### config.mk
export PLATFORM = sky130hd
export DESIGN_NAME = mem_lsu
export DESIGN_NICKNAME = d
export VERILOG_FILES = /design/src/rtl/mem_lsu.sv
export SDC_FILE = /design/constraint.sdc
export NUM_CORES = 1
export LEC_CHECK = 0
export ABC_CLOCK_PERIOD_IN_PS = 5800
export CORE_ASPECT_RATIO = 0.5
export CORE_MARGIN = 5
export CORE_UTILIZATION = 48
export DETAILED_ROUTE_END_ITERATION = 8
export PLACE_DENSITY = 0.85
export SYNTH_ARGS = -nofsm -noshare
export SYNTH_HDL_FRONTEND = slang
export SYNTH_SLANG_ARGS = --single-unit
### constraint.sdc
create_clock -name i_clk -period 5.8 [get_ports i_clk]
set_clock_uncertainty 0.15 [all_clocks]
set_input_delay 0.58 -clock i_clk [delete_from_list [all_inputs] [get_ports i_clk]]
set_output_delay 0.58 -clock i_clk [all_outputs]
set_load 0.02 [all_outputs]
### src/rtl/mem_lsu.sv
// Load/store unit between the multicycle datapath and a word-wide data memory.
// Handles byte/half/word accesses; sub-word stores are done as read-modify-write.
module mem_lsu #(
  parameter bit MISALIGN_ERR = 1'b1,
  parameter bit BIG_ENDIAN   = 1'b0
) (
  input  logic        i_clk,
  input  logic        i_rst_n,
  input  logic        i_req_valid,
  output logic        o_req_ready,
  input  logic        i_req_we,
  input  logic [1:0]  i_req_size,
  input  logic        i_req_signed,
  input  logic [31:0] i_req_addr,
  input  logic [31:0] i_req_wdata,
  output logic        o_resp_valid,
  output logic [31:0] o_resp_rdata,
  output logic        o_resp_err,
  output logic        o_mem_we,
  output logic [31:0] o_mem_addr,
  output logic [31:0] o_mem_wdata,
  input  logic [31:0] i_mem_rdata
);

  typedef enum logic [2:0] {IDLE, LOAD, RMW_RD, WRITE, RESP} state_t;

  state_t      r_state;
  state_t      w_next;
  logic [1:0]  r_size;
  logic        r_signed;
  logic [1:0]  r_lane;
  logic [31:0] r_wdata;
  logic [31:0] r_mem_addr;
  logic [31:0] r_mem_wdata;
  logic [31:0] r_resp_rdata;
  logic        r_resp_err;

  logic        w_byte;
  logic        w_half;
  logic        w_word;
  logic        w_misaligned;
  logic        w_err;
  logic [1:0]  w_off;
  logic [1:0]  w_lane;
  logic [4:0]  w_shift;
  logic [15:0] w_lo16;
  logic [31:0] w_load;
  logic [31:0] w_mask;
  logic [31:0] w_merged;

  assign w_byte       = (i_req_size == 2'b00);
  assign w_half       = (i_req_size == 2'b01);
  assign w_word       = i_req_size[1];
  assign w_misaligned = (w_half && i_req_addr[0]) || (w_word && (i_req_addr[1:0] != 2'b00));
  assign w_err        = MISALIGN_ERR && w_misaligned;

  // Lane is resolved at accept time so the later states only need a shift amount.
  always_comb begin
    w_off = i_req_addr[1:0];
    if (w_half) w_off[0] = 1'b0;
    if (w_word) w_off = 2'b00;
    w_lane = w_off;
    if (BIG_ENDIAN) begin
      if (w_byte)      w_lane = 2'd3 - w_off;
      else if (w_half) w_lane = 2'd2 - w_off;
      else             w_lane = 2'd0;
    end
  end

  assign w_shift = {r_lane, 3'b000};
  assign w_lo16  = 16'(i_mem_rdata >> w_shift);

  always_comb begin
    w_load = i_mem_rdata;
    case (r_size)
      2'b00:   w_load = {{24{r_signed & w_lo16[7]}}, w_lo16[7:0]};
      2'b01:   w_load = {{16{r_signed & w_lo16[15]}}, w_lo16};
      default: w_load = i_mem_rdata;
    endcase
  end

  assign w_mask   = ((r_size == 2'b00) ? 32'h0000_00FF : 32'h0000_FFFF) << w_shift;
  assign w_merged = (i_mem_rdata & ~w_mask) | ((r_wdata << w_shift) & w_mask);

  always_ff @(posedge i_clk) begin
    if (!i_rst_n) r_state <= IDLE;
    else          r_state <= w_next;
  end

  // Write enable is gated by reset so a reset during WRITE never reaches memory.
  always_comb begin
    w_next       = r_state;
    o_req_ready  = 1'b0;
    o_resp_valid = 1'b0;
    o_mem_we     = 1'b0;
    case (r_state)
      IDLE: begin
        o_req_ready = 1'b1;
        if (i_req_valid) begin
          if (w_err)          w_next = RESP;
          else if (!i_req_we) w_next = LOAD;
          else if (w_word)    w_next = WRITE;
          else                w_next = RMW_RD;
        end
      end
      LOAD:   w_next = RESP;
      RMW_RD: w_next = WRITE;
      WRITE: begin
        o_mem_we = i_rst_n;
        w_next   = RESP;
      end
      RESP: begin
        o_resp_valid = 1'b1;
        w_next       = IDLE;
      end
      default: w_next = IDLE;
    endcase
  end

  always_ff @(posedge i_clk) begin
    if (!i_rst_n) begin
      r_size       <= 2'b00;
      r_signed     <= 1'b0;
      r_lane       <= 2'b00;
      r_wdata      <= 32'h0;
      r_mem_addr   <= 32'h0;
      r_mem_wdata  <= 32'h0;
      r_resp_rdata <= 32'h0;
      r_resp_err   <= 1'b0;
    end else begin
      case (r_state)
        IDLE: begin
          if (i_req_valid) begin
            r_size   <= i_req_size;
            r_signed <= i_req_signed;
            r_lane   <= w_lane;
            r_wdata  <= i_req_wdata;
            if (w_err) begin
              r_resp_rdata <= 32'h0;
              r_resp_err   <= 1'b1;
            end else begin
              r_mem_addr <= {i_req_addr[31:2], 2'b00};
              if (i_req_we && w_word) r_mem_wdata <= i_req_wdata;
            end
          end
        end
        LOAD: begin
          r_resp_rdata <= w_load;
          r_resp_err   <= 1'b0;
        end
        RMW_RD: r_mem_wdata <= w_merged;
        WRITE: begin
          r_resp_rdata <= 32'h0;
          r_resp_err   <= 1'b0;
        end
        default: ;
      endcase
    end
  end

  assign o_mem_addr   = r_mem_addr;
  assign o_mem_wdata  = r_mem_wdata;
  assign o_resp_rdata = r_resp_rdata;
  assign o_resp_err   = r_resp_err;

endmodule

==> results of run 1 <==
[sequential cells by signal, indices dropped and copies added (netlist names)]
signal        flops
r_lane            2
o_mem_wdata      32
r_signed          1
r_wdata          16
o_mem_addr       30
o_resp_rdata     32
r_state           3
o_resp_err        1
r_size            2
[per-stage QoR]
| stage | hold WS (ns) | area [um^2] | instances | power (mW) |
|---|---|---|---|---|
| CTS | 0.307 | 8120 | 966 | 2.46 |
| finish | 0.304 | 8120 | 966 | 2.46 |
| floorplan | 0.298 | 5530 | 649 | 1.14 |
| detailed placement | 0.299 | 7480 | 934 | 1.34 |
| global placement | 0.291 | 7480 | 934 | 1.33 |
| global route | 0.322 | 8120 | 966 | 2.55 |
[layout make-up]
class | instances | area (um^2) | area share (%)
well taps | 145 | 181 | 2.23
multi-input cells | 446 | 2800 | 34.5
clock inverters | 14 | 198 | 2.43
clock buffers | 18 | 439 | 5.41
flip-flops and latches | 119 | 2380 | 29.3
inverters | 17 | 63.8 | 0.786
repair buffers | 207 | 2050 | 25.3
[synth_stat cells (3+ instances only)]
library cell  count  area share [%]
a2bb2oi_1         7             1.1
nor4_1            8            0.91
clkbuf_1         40             2.7
nor2b_1           5            0.57
inv_1            17             1.2
nand3_1           4            0.36
nand3b_1          8             1.1
a21oi_1          79             7.1
buf_4             3            0.41
a221oi_1         33             5.2
o21ba_2           3            0.54
o22ai_1           9             1.0
nand2b_1          6            0.68
nand2_1         126             8.6
mux2i_1          42             7.6
nor3_1           11             1.0
nor2_1            6            0.41
o221ai_1         14             2.2
buf_1             8            0.54
buf_2            14             1.3
o21ai_0          33             3.0
dfxtp_1         119              43
a221o_1          16             2.9
mux2_2            9             1.8
[path summary, 6_finish.rpt]
path / startpoint / end / slack, ns / depth (start not counted)
max: i_rst_n / o_mem_we / 2.74 / 5
min: o_mem_addr[5] / o_mem_addr[5] / 0.30 / 2
max reg2reg: r_state[1] / o_mem_wdata[1] / 2.96 / 5
min reg2reg: o_mem_addr[5] / o_mem_addr[5] / 0.30 / 2
[kinds of logic (layout without fill, tap and decap cells)]
family | Yosys count | after routing
buf+inv | 84 | 256
compound gates | 205 | 205
simple gates | 187 | 187
mux | 52 | 52
other cells | 1 | 2
flops | 119 | 119
[power breakdown]
| group | internal, mW | switching [mW] | total (mW) |
|---|---|---|---|
| clock network | 0.733 | 0.398 | 1.13 |
| registers | 0.866 | 0.0374 | 0.903 |
| logic | 0.196 | 0.232 | 0.429 |
| total | 1.80 | 0.667 | 2.46 |
[per-layer routing]
layer  wire, um  GRT usage (%)  part of all wire [%]
met3       2130           9.27                    11
met5          0              0                     0
met1       7500           32.6                    40
met2       8540           42.5                    46
met4        530           10.4                   2.8
[worst reg2reg max path, stage by stage (launching register included)]
cell and delay (ns):
dfxtp_1 0.40, or4b_1 1.02, o21ai_2 0.29, buf_4 0.37, nand2_1 0.27, o22ai_1 0.26
==> results.cfg, run 1 <==
[worst_setup_path]
critPathBufInv = 3
cp_data_arrival_time_ns = 2.33
critPathKind = primary input to output pin
cp_common_cell = clkdlybuf4s50_1
cp-end-kind = output pin
critPathTopFamily = buffers and inverters
crit_slowest_cell = clkdlybuf4s50_1
cp_max_fo = 32
path_cells = clkdlybuf4s50_1 > buf_4 > nor2b_1 > and3_1 > clkdlybuf4s50_1
cp-start-kind = primary input
slowest_delay_ns = 0.60
worstPathRequired_ns = 5.07

[cts]
cts-resized-gates = 0
cts.sinks = 119
post_cts_buffers = 0
h-tree-depth = 4
numCtsBuffers = 17
clkTransAtPathRegs_ns = 0.06
clockBufferDepth = 2
ctsRootBufferMaster = clkbuf_16
clk-insertion-delay-late_ns = 0.41
hold_buffers = 0
cts_tree = yes

[finish]
layout.nets = 911
antenna_cells = 0
area_growth_pct = 46.9
drive_gt1_share_pct = 7.43
layout_commonest_cell = clkdlybuf4s50_1
layout_common_cells = 200 x clkdlybuf4s50_1, 126 x nand2_1, 119 x dfxtp_1
final_util_pct = 73.1
n_fill_cell = 806

[yosys]
synth-edff-count = 0
synth_top_family_by_area = compound AO/OA/AOI/OAI gates
synth_cells = 648
seq_area_frac_synth_pct = 43.1
synth_compound_area_share_pct = 24.8
synthXorXnorAreaFrac_pct = 0
yosys_warnings = 0
synth_ff_type = dfxtp_1
muxShareOfSynthArea_pct = 9.84
synthArstFlopShare_pct = 0
avgSynthCellArea_um2 = 8.53
syn_area_um2 = 5530
synth_cell_type_count = 48
synthAdderAreaFrac_pct = 0
synthSimpleGateAreaFrac_pct = 15.8
ys_ff_latch = 119

[timing]
finalSetupViolCount = 0
rsz0062_at_grt = no
relSlewSlack_pct = 23.3
finalHoldViolCount = 0
fmax_ghz = 0.327
worst_pin_slew_ns = 1.14
finalWorstSetupSlack_ns = 2.74
drv_slew = 0
tns_ns = 0
fin_crit_sh_pct = 52.7
layout_min_cycle_time_ns = 3.06

[route]
num_vias = 5763
route.detailed.wl_per_inst_um = 19.4
via_per_inst = 5.97
antenna_left = 0
drc = 0
dr.pass1.iters = 6
drt_iter0_markers = 402
routed_wl_mm = 18.7

[floorplan]
die_w_um = 162
start_util_pct = 49.8
die_h_um = 85.9
io_pins = 203
core_region_area_um2 = 11100
dieArea_um2 = 13900
rows = 27

[place]
dp_hpwl_mm = 13.7
place.gp.congestion = 0.907
portBuffers = 200
pre_cts_ws_ns = 2.43

[power]
power_leakage_nw = 2.89
vdd_drop_max_mv = 0.200
power_density_nw_per_um2 = 303

[global_route]
grt_pass1_wl_mm = 29.1
grt_max_degree = 60
grt_pass1_vias = 5569
grt_usage_pct = 26.3
antenna_found_initial = 0
overflow = 0

[job]
cap_violations = 0

[min_path]
hold_path.class = register to register

[run_status]
status = finished, final reports clean
Note: power is estimated with default switching activity, not from simulation.
==> run 2, diff against run 1 <==
==> config.mk (replaced) <==
export PLATFORM = sky130hd
export DESIGN_NAME = mem_lsu
export DESIGN_NICKNAME = d
export VERILOG_FILES = /design/src/rtl/mem_lsu.sv
export SDC_FILE = /design/constraint.sdc
export NUM_CORES = 1
export LEC_CHECK = 0
export ABC_CLOCK_PERIOD_IN_PS = 2590
export CORE_ASPECT_RATIO = 0.5
export CORE_MARGIN = 5
export CORE_UTILIZATION = 40
export DETAILED_ROUTE_END_ITERATION = 8
export PLACE_DENSITY = 0.76
export SYNTH_ARGS = -nofsm -noshare
export SYNTH_HDL_FRONTEND = slang
export SYNTH_SLANG_ARGS = --single-unit
==> constraint.sdc (replaced) <==
create_clock -name i_clk -period 2.59 [get_ports i_clk]
set_clock_uncertainty 0.15 [all_clocks]
set_input_delay 0.259 -clock i_clk [delete_from_list [all_inputs] [get_ports i_clk]]
set_output_delay 0.259 -clock i_clk [all_outputs]
set_load 0.02 [all_outputs]
==> results.cfg, run 2 (synthesized netlist as in run 1, its figures left out) <==
[floorplan]
start_util_pct = 40.8
die_h_um = 93.1
core_region_area_um2 = 13600
die_w_um = 176
dieArea_um2 = 16400
io_pins = 203
rows = 30

[cts]
clockBufferDepth = 2
cts_tree = yes
h-tree-depth = 4
post_cts_buffers = 0
cts.sinks = 119
hold_buffers = 0
cts-resized-gates = 0
clkTransAtPathRegs_ns = 0.06
numCtsBuffers = 17
ctsRootBufferMaster = clkbuf_16
clk-insertion-delay-late_ns = 0.41

[global_route]
overflow = 0
grt_pass1_vias = 5456
grt_max_degree = 52
antenna_found_initial = 0
grt_usage_pct = 23.3
grt_pass1_wl_mm = 30.0

[worst_setup_path]
cp_data_arrival_time_ns = 1.91
cp_max_fo = 10
crit_slowest_cell = clkdlybuf4s50_1
slowest_delay_ns = 0.68
critPathKind = register to output pin
cp-end-kind = output pin
path_cells = buf_4 > nor3_1 > clkdlybuf4s50_1
worstPathRequired_ns = 2.18
cp-start-kind = register

[finish]
layout.nets = 935
area_growth_pct = 50.8
layout_commonest_cell = clkdlybuf4s50_1
layout_common_cells = 200 x clkdlybuf4s50_1, 126 x nand2_1, 118 x dfxtp_1
antenna_cells = 0
drive_gt1_share_pct = 10.2

[place]
portBuffers = 200
dp_hpwl_mm = 14.5
place.gp.congestion = 0.922

[power]
power_frac_comb_pct = 18.8
p_seq_share_pct = 37.4
p_int_mw = 3.89
power_leakage_nw = 2.99
vdd_drop_max_mv = 0.416
total_power_mw = 5.40
clkPwrFrac_pct = 43.8
power_density_nw_per_um2 = 647
p_sw_share_pct = 28.0
switchingPower_mw = 1.51

[route]
route.detailed.wl_per_inst_um = 18.8
antenna_left = 0
num_vias = 5720
via_per_inst = 5.52
dr.pass1.iters = 5
drc = 0
drt_iter0_markers = 507
routed_wl_mm = 19.5

[timing]
finalSetupViolCount = 0
drv_slew = 0
finalHoldViolCount = 0
layout_min_cycle_time_ns = 2.32
rsz0062_at_grt = no
tns_ns = 0
worst_pin_slew_ns = 0.881
fmax_ghz = 0.431
relSlewSlack_pct = 41.1
fin_crit_sh_pct = 89.6

[min_path]
hold_path.class = primary input to register

[job]
cap_violations = 0

[run_status]
status = finished, final reports clean
-- run 2: changes by cell type in the layout (fill, tap and decap cells not counted), moves of 2 or more --
cell       before  now
bufinv_16       4    2
buf_4           7   30
clkinv_4        2    4
inv_6           2    0
-- run 2: critical path: cells and delay by family, from the launching register on --
family,cells,cell delay [ns]
buffers and inverters,2,0.85
AND/OR/NAND/NOR,1,0.34
flip-flops,1,0.31
-- run 2: cell type report --
class,count,area (um^2)
clock buffers,19,453
clock inverters,13,149
fillers,1120,5210
inverters,17,63.8
multi-input cells,446,2800
flip-flops and latches,119,2380
well taps,192,240
repair buffers,231,2250
-- run 2: per-stage QoR --
stage	hold WS, ns	utilization, %	area, um^2	setup slack [ns]	instances
global route	0.224	61.5	8340	0.204	1037
detailed placement	0.297	57.1	7740	0.121	1005
finish	0.237	61.5	8340	0.269	1037
floorplan	0.225	-	5530	0.458	649
CTS	0.225	61.5	8340	0.258	1037
global placement	0.291	57.1	7740	0.224	1005
-- run 2: worst paths after layout --
check / startpoint / endpoint / slack [ns] / cells past startpoint
hold reg to reg: o_mem_addr[5] / o_mem_addr[5] / 0.30 / 2
setup / recovery: r_state[1] / o_req_ready / 0.27 / 3
setup reg to reg: r_state[2] / o_mem_wdata[15] / 0.28 / 5
hold / removal: i_req_addr[14] / o_mem_addr[14] / 0.24 / 3
-- run 2: routing by layer --
| metal | track usage [%] | vias to the layer above | share of wire, % |
|---|---|---|---|
| met5 | 0 | - | 0 |
| met4 | 7.26 | 0 | 1.8 |
| met3 | 7.63 | 35 | 9.4 |
| met2 | 36.9 | 264 | 46 |
| met1 | 30.4 | 2694 | 42 |
| li1 | - | 2727 | - |
-- run 2: power groups by stage --
stage	combinational [mW]	sequential, mW	clock (mW)
after floorplan	0.430	2.12	0
after global placement	0.989	2.05	0
after detailed placement	1.00	2.05	0
after CTS	1.01	2.02	2.40
after global routing	1.08	2.03	2.50
final	1.01	2.02	2.36
==> run 3, diff against run 2 <==
==> config.mk (replaced) <==
export PLATFORM = sky130hd
export DESIGN_NAME = mem_lsu
export DESIGN_NICKNAME = d
export VERILOG_FILES = /design/src/rtl/mem_lsu.sv
export SDC_FILE = /design/constraint.sdc
export NUM_CORES = 1
export LEC_CHECK = 0
export ABC_CLOCK_PERIOD_IN_PS = 2530
export CORE_ASPECT_RATIO = 1.5
export CORE_MARGIN = 5
export CORE_UTILIZATION = 45
export DETAILED_ROUTE_END_ITERATION = 8
export PLACE_DENSITY = 0.81
export SYNTH_ARGS = -nofsm -noshare
export SYNTH_HDL_FRONTEND = slang
export SYNTH_SLANG_ARGS = --single-unit
==> constraint.sdc (replaced) <==
create_clock -name i_clk -period 2.53 [get_ports i_clk]
set_clock_uncertainty 0.15 [all_clocks]
set_input_delay 0.253 -clock i_clk [delete_from_list [all_inputs] [get_ports i_clk]]
set_output_delay 0.253 -clock i_clk [all_outputs]
set_load 0.02 [all_outputs]
==> results.cfg, run 3 (synthesized netlist as in run 1, its figures left out) <==
[finish]
multi_input_area_um2 = 2800
drive_gt1_share_pct = 9.72
seq_area_um2 = 2380
layout.nets = 935
antenna_cells = 0
n_fill_cell = 1003
layout_commonest_cell = clkdlybuf4s50_1
area_growth_pct = 50.8
layout_common_cells = 200 x clkdlybuf4s50_1, 126 x nand2_1, 119 x dfxtp_1

[run_status]
status = finished, final reports clean

[worst_setup_path]
cp_max_fo = 8
critPathTopFamily = buffers and inverters
crit_slowest_cell = clkdlybuf4s50_1
critPathBufInv = 2
path_cells = buf_4 > nor3_1 > clkdlybuf4s50_1
critPathKind = register to output pin
worstPathRequired_ns = 2.13
slowest_delay_ns = 0.70
cp-end-kind = output pin
cp-start-kind = register
cp_data_arrival_time_ns = 1.94

[cts]
cts-resized-gates = 0
clk-insertion-delay-late_ns = 0.41
cts_tree = yes
clockBufferDepth = 2
h-tree-depth = 4
clkTransAtPathRegs_ns = 0.06
ctsRootBufferMaster = clkbuf_16
hold_buffers = 0
cts.sinks = 119
numCtsBuffers = 17
post_cts_buffers = 0

[timing]
hold_slack_ns = 0.238
drv_slew = 0
fmax_ghz = 0.426
fin_crit_sh_pct = 92.8
layout_min_cycle_time_ns = 2.35
rsz0062_at_grt = no
finalSetupViolCount = 0
finalHoldViolCount = 0
relSlewSlack_pct = 50.5
tns_ns = 0
worst_pin_slew_ns = 0.740

[floorplan]
dieArea_um2 = 14700
rows = 49
core_region_area_um2 = 12000
io_pins = 203
die_h_um = 146
start_util_pct = 46.0
die_w_um = 101

[place]
portBuffers = 200
dp_hpwl_mm = 15.2
place.gp.congestion = 0.973

[global_route]
antenna_found_initial = 0
use_met3_pct = 8.97
grt_busiest_layer = met2
use_met2_pct = 45.9
grt_pass1_wl_mm = 30.7
grt_max_degree = 41
grt.met1_usage_pct = 27.1
grt_pass1_vias = 5958
grt_usage_pct = 26.5
overflow = 0

[route]
num_vias = 5816
antenna_left = 0
drt_iter0_markers = 349
routed_wl_mm = 19.7
dr.pass1.iters = 5
drc = 0
route.detailed.wl_per_inst_um = 19.8
via_per_inst = 5.83

[job]
cap_violations = 0

[power]
power_density_nw_per_um2 = 685
total_power_mw = 5.72
vdd_drop_max_mv = 0.443
power_leakage_nw = 3.02

[min_path]
hold_path.class = primary input to register
run 3: changes by cell type in the layout (fill, tap and decap cells not counted):
cell / change
clkinv_4: -4
clkbuf_8: +3
clkinvlp_4: -3
bufinv_16: +2
clkbuf_1: +2
buf_12: +1
buf_4: -1
dfxtp_1: +1
dfxtp_2: -1
inv_8: -1
run 3: worst reg2reg max path, cell delays in order (launching register included):
cell	delay, ns
dfxtp_1	0.50
or3b_2	0.65
o21ba_2	0.33
a221oi_1	0.40
a21oi_1	0.12
run 3: per-layer routing:
metal  share of wire (%)  routed length (um)
met5                   0                   0
met4                 5.9                1170
met3                 9.2                1810
met1                  36                7020
met2                  49                9740
run 3: worst paths after layout:
kind / start / endpoint / slack, ns / cells past startpoint
min reg2reg: o_mem_addr[9] / o_mem_addr[9] / 0.30 / 2
max reg2reg: r_state[2] / o_mem_wdata[15] / 0.26 / 4
min: i_req_addr[24] / o_mem_addr[24] / 0.24 / 3
max: r_state[0] / o_req_ready / 0.18 / 3
run 3: through the flow:
| step | worst slack, ns | util (%) | cells | area, um^2 |
|---|---|---|---|---|
| after floorplan | 0.398 | - | 649 | 5530 |
| after global placement | 0.141 | 64.1 | 966 | 7700 |
| after detailed placement | 0.0595 | 64.1 | 966 | 7700 |
| after CTS | 0.172 | 69.4 | 997 | 8340 |
| after global routing | 0.0664 | 69.4 | 997 | 8340 |
| final | 0.183 | 69.4 | 997 | 8340 |
run 3: report_power, final:
| part | total, mW | switching (mW) | leakage, nW | internal [mW] |
|---|---|---|---|---|
| sequential | 2.07 | 0.0849 | 0.968 | 1.99 |
| combinational | 1.03 | 0.547 | 1.74 | 0.488 |
| clock | 2.61 | 0.838 | 0.309 | 1.77 |
| total | 5.72 | 1.47 | 3.02 | 4.25 |
run 3: final cells by class:
class	instances	share of cell area [%]
Inverter	17	0.765
Timing Repair Buffer	231	27.1
Clock buffer	24	6.01
Clock inverter	7	1.68
Multi-Input combinational cell	446	33.6
Sequential cell	119	28.6
Tap cell	153	2.29
